$ cat config.mk
export PLATFORM = sky130hd
export DESIGN_NAME = comp_seq_nbit
export DESIGN_NICKNAME = d
export VERILOG_FILES = /design/src/rtl/comp_seq_nbit.sv
export SDC_FILE = /design/constraint.sdc
export NUM_CORES = 1
export LEC_CHECK = 0
export ABC_CLOCK_PERIOD_IN_PS = 3750
export BUFFER_PORTS_ARGS = -buffer_cell sky130_fd_sc_hd__clkbuf_2
export CAP_MARGIN = 20
export CORE_MARGIN = 2
export CORE_UTILIZATION = 35
export DETAILED_ROUTE_END_ITERATION = 10
export PLACE_DENSITY = 0.59
export SLEW_MARGIN = 20
export SYNTH_ARGS = -nofsm -noshare
export SYNTH_HDL_FRONTEND = slang
export SYNTH_SLANG_ARGS = --single-unit
$ cat constraint.sdc
create_clock -name clk -period 3.75 [get_ports clk]
set_input_delay 0.5625 -clock clk [delete_from_list [all_inputs] [get_ports clk]]
set_output_delay 0.5625 -clock clk [all_outputs]
set_load 0.01 [all_outputs]
$ cat src/rtl/comp_seq_nbit.sv
// comp_seq_nbit: multi-cycle N-bit magnitude comparator, MS chunk first.
// A start/busy/done handshake returns less-than / greater-than / equal,
// held until the next done. Signed mode applies an offset-binary transform
// to the captured operands.
// Optional build macro: COMP_EARLY_EXIT_EN (finish at the first differing chunk).
module comp_seq_nbit #(
    parameter int unsigned WIDTH = 16,
    parameter int unsigned CHUNK = 4
) (
    input  logic             clk,
    input  logic             rst,
    input  logic             start,
    input  logic [WIDTH-1:0] in1,
    input  logic [WIDTH-1:0] in2,
    input  logic             signed_mode,
    output logic             busy,
    output logic             done,
    output logic             a_less_b,
    output logic             a_greater_b,
    output logic             equal
);

    localparam int unsigned NCHUNK = WIDTH / CHUNK;
    localparam int unsigned IDX_W  = (NCHUNK > 1) ? $clog2(NCHUNK) : 1;
    localparam logic [IDX_W-1:0] IDX_LAST = IDX_W'(NCHUNK - 1);

    typedef enum logic {
        IDLE = 1'b0,
        SCAN = 1'b1
    } state_e;

    state_e           state_q, state_d;
    logic [WIDTH-1:0] a_q, a_d;
    logic [WIDTH-1:0] b_q, b_d;
    logic [IDX_W-1:0] idx_q, idx_d;
    logic             decided_q, decided_d;
    logic             lt_q, lt_d;
    logic             busy_q, busy_d;
    logic             done_q, done_d;
    logic             less_q, less_d;
    logic             greater_q, greater_d;
    logic             equal_q, equal_d;

    logic [CHUNK-1:0] chunk_a_c;
    logic [CHUNK-1:0] chunk_b_c;
    logic             diff_c;
    logic             dec_now_c;
    logic             lt_now_c;
    logic             last_c;
    logic             finish_c;

    // Current chunk pair and the running (sticky) decision including this chunk
    assign chunk_a_c = a_q[32'(idx_q) * CHUNK +: CHUNK];
    assign chunk_b_c = b_q[32'(idx_q) * CHUNK +: CHUNK];
    assign diff_c    = (chunk_a_c != chunk_b_c);
    assign dec_now_c = decided_q | diff_c;
    assign lt_now_c  = decided_q ? lt_q : (chunk_a_c < chunk_b_c);
    assign last_c    = (idx_q == IDX_W'(0));

    // Scan termination: last chunk, or first difference when early exit is built in
`ifdef COMP_EARLY_EXIT_EN
    assign finish_c  = last_c | (~decided_q & diff_c);
`else
    assign finish_c  = last_c;
`endif

    // Next-state and output logic
    always_comb begin
        state_d   = state_q;
        a_d       = a_q;
        b_d       = b_q;
        idx_d     = idx_q;
        decided_d = decided_q;
        lt_d      = lt_q;
        busy_d    = busy_q;
        done_d    = 1'b0;
        less_d    = less_q;
        greater_d = greater_q;
        equal_d   = equal_q;

        case (state_q)
            IDLE: begin
                if (start) begin
                    a_d = in1;
                    b_d = in2;
                    // Flipping the sign bit maps two's-complement order onto unsigned order
                    if (signed_mode) begin
                        a_d[WIDTH-1] = ~in1[WIDTH-1];
                        b_d[WIDTH-1] = ~in2[WIDTH-1];
                    end
                    idx_d     = IDX_LAST;
                    decided_d = 1'b0;
                    lt_d      = 1'b0;
                    busy_d    = 1'b1;
                    state_d   = SCAN;
                end
            end
            SCAN: begin
                decided_d = dec_now_c;
                lt_d      = lt_now_c;
                if (finish_c) begin
                    less_d    = dec_now_c & lt_now_c;
                    greater_d = dec_now_c & ~lt_now_c;
                    equal_d   = ~dec_now_c;
                    done_d    = 1'b1;
                    busy_d    = 1'b0;
                    state_d   = IDLE;
                end else begin
                    idx_d = idx_q - IDX_W'(1);
                end
            end
            default: begin
                state_d = IDLE;
                busy_d  = 1'b0;
            end
        endcase
    end

    // State and output registers with synchronous reset
    always_ff @(posedge clk) begin
        if (rst) begin
            state_q   <= IDLE;
            a_q       <= '0;
            b_q       <= '0;
            idx_q     <= '0;
            decided_q <= 1'b0;
            lt_q      <= 1'b0;
            busy_q    <= 1'b0;
            done_q    <= 1'b0;
            less_q    <= 1'b0;
            greater_q <= 1'b0;
            equal_q   <= 1'b0;
        end else begin
            state_q   <= state_d;
            a_q       <= a_d;
            b_q       <= b_d;
            idx_q     <= idx_d;
            decided_q <= decided_d;
            lt_q      <= lt_d;
            busy_q    <= busy_d;
            done_q    <= done_d;
            less_q    <= less_d;
            greater_q <= greater_d;
            equal_q   <= equal_d;
        end
    end

    assign busy        = busy_q;
    assign done        = done_q;
    assign a_less_b    = less_q;
    assign a_greater_b = greater_q;
    assign equal       = equal_q;

endmodule

==> impl_metrics.yaml <==
outcome:
  status: "finished, final reports clean"
clock_network:
  cts_resized: 0
  h-tree-depth: 2
  cts_tree: "built"
  hold_buffers: 0
  clkTransAtPathRegs_ns: 0.08
  postCtsSetupBuffers: 0
  clk_latency_ns: 0.30
  cts_num_sinks: 42
  cts_root_buf: "clkbuf_8"
  cts_buffer_depth: 2
  cts_buffers: 5
timing:
  fmax_mhz: 418
  drv_slew: 0
  grt_setup_unrepaired: "false"
  final-setup-viol-count: 0
  fin_hold_ws_ns: 0.455
  final-hold-violation-count: 0
  finClkSkew_ns: 0.00771
  tightest_slew_ns: 0.858
  min_period_over_period_pct: 63.8
  fin_crit_ns: 2.39
  slew_headroom_pct: 42.8
  fin_tns_setup_ns: 0
route:
  drt_iter0_markers: 66
  viasPerCell: 4.71
  drt_wl_total_mm: 3.57
  ant_nets: 0
  drc_errors: 0
  via_count: 1445
  drt-wirelength-per-cell_um: 11.6
  drtPass1Iterations: 4
synthesis:
  ys_seq_elements: 42
  synthTopCellsByCount: "nand2_1, dfxtp_1, a21oi_1, inv_1, mux4_2"
  yosys_warnings: 0
  yosys-top-cells-area: "dfxtp_1, nand2_1, mux4_2"
  synthCells: 202
  synthesis.nets: 243
  yosysMostFrequentCell: "nand2_1"
  synth.distinct_cells: 31
  synth-edff-count: 0
  yosysTopAreaCellShare_pct: 45.7
  netlist_area_um2: 1840
  synth-main-ff-cell: "dfxtp_1"
  syn_avg_cell_area_um2: 9.10
  synth_top_cell_by_area: "dfxtp_1"
  async_reset_ff_share_pct: 0
  ys_seq_area_share_pct: 45.7
setup_path:
  required_ns: 3.91
  critical-path-max-stage-delay_ns: 0.68
  endpoint_kind: "flip-flop"
  critPathKind: "flip-flop to flip-flop"
  cp_cell_sequence: "mux4_2, ha_1, a211oi_1, a21oi_1, a21oi_1, o41ai_2"
  startpoint_type: "flip-flop"
  cp_slowest_cell: "dfxtp_1"
  path_max_fanout: 10
  critPathArrivalTime_ns: 2.55
  crit_top_cell: "a21oi_1"
layout:
  fin_nets: 277
  fill_cells: 540
  drive_above_1_share_pct: 26.2
  stdcell_count: 307
  final_area_um2: 2160
  reg.largest.list: "a_q: 16 flops, b_q: 16 flops, idx_q: 2 flops"
  n_antenna_cell: 0
  syn_to_final_growth_pct: 17.3
power:
  peakVddDrop_mv: 0.180
  p_leak_nw: 0.879
  power_mw: 1.03
  cellPowerDensity_nw_per_um2: 479
floorplanning:
  start_util_pct: 36.2
  std_cell_rows: 26
  core-area_um2: 5070
  die_x_um: 76.5
  io_pins: 41
  die_h_um: 76.5
  fp.dieArea_um2: 5850
placed_design:
  dp_cells: 299
  place_congestion: 0.765
  dp_hpwl_mm: 2.51
  portBuffers: 40
  placed_area_um2: 2040
grt:
  grt_max_degree: 43
  antenna_found_initial: 0
  first_global_vias: 1426
  gr-total-overflow: 0
  grt_pass1_wl_mm: 6.38
  grt_use_total_pct: 13.5
flow_run:
  maxCapViolCount: 0
worst_hold_path:
  min_path_type: "flip-flop to flip-flop"
## where the power goes
part / total [mW] / internal, mW / switching, mW
Clock: 0.353 / 0.199 / 0.154
Combinational: 0.173 / 0.0864 / 0.0865
Sequential: 0.508 / 0.479 / 0.0289
Total: 1.03 / 0.764 / 0.269
## metrics by stage
stage | util, % | worst slack (ns)
after global routing | 42.5 | 1.18
final | 42.5 | 1.36
after detailed placement | 40.3 | 1.35
after floorplan | - | 1.75
after global placement | 40.3 | 1.42
after CTS | 42.4 | 1.34
## final cells by class
cell class | count | area (um^2) | share of cell area (%)
clock buffers | 6 | 72.6 | 3.37
clock inverters | 2 | 37.5 | 1.74
inverters | 8 | 30.0 | 1.39
multi-input cells | 138 | 880 | 40.8
flip-flops and latches | 42 | 841 | 39.0
well taps | 70 | 87.6 | 4.06
repair buffers | 41 | 208 | 9.63
## kinds of logic (layout without fill, tap and decap cells)
| group | count (synthesis) | after routing | synth area share [%] |
|---|---|---|---|
| AND/OR/NAND/NOR | 78 | 78 | 19.1 |
| AO/OA/AOI/OAI | 45 | 45 | 14.5 |
| flip-flops | 42 | 42 | 45.7 |
| buffers and inverters | 22 | 57 | 6.54 |
| multiplexers | 8 | 8 | 9.80 |
| adder cells (fa/ha/maj) | 5 | 5 | 3.40 |
| XOR/XNOR | 2 | 2 | 0.953 |
## cell usage in the layout, fill, tap and decap left out, types with 4 or more instances in the layout
| master | count |
|---|---|
| ha_1 | 5 |
| a21oi_1 | 34 |
| nand2_1 | 61 |
| clkbuf_2 | 40 |
| dfxtp_1 | 42 |
| a211oi_1 | 4 |
| nor2_1 | 4 |
| inv_1 | 8 |
| mux4_2 | 8 |
| clkbuf_8 | 5 |
## critical path: cells and delay by family, from the launching register on
family	cells	cell delay, ns
flops	1	0.68
compound gates	4	0.66
mux	1	0.58
fa+ha+maj	1	0.33
## final timing paths
path                    startpoint                       end  slack (ns)  depth (start not counted)
max reg2reg  idx_q[0]$_SDFFE_PP0P_  a_greater_b$_SDFFE_PP0P_        1.36                          6
min            b_q[0]$_SDFFE_PP0P_       b_q[0]$_SDFFE_PP0P_        0.45                          2
max          idx_q[0]$_SDFFE_PP0P_  a_greater_b$_SDFFE_PP0P_        1.36                          6
min reg2reg    b_q[0]$_SDFFE_PP0P_       b_q[0]$_SDFFE_PP0P_        0.45                          2
## layer usage
layer / track usage, % / share of wire (%) / vias to the layer above
met3: 4.03 / 4.9 / 6
met4: 5.45 / 1.9 / 0
met1: 17.0 / 49 / 656
met2: 21.4 / 44 / 29
met5: 0 / 0 / -
li1: - / - / 754
No activity file was read; power rests on OpenSTA's default activity.
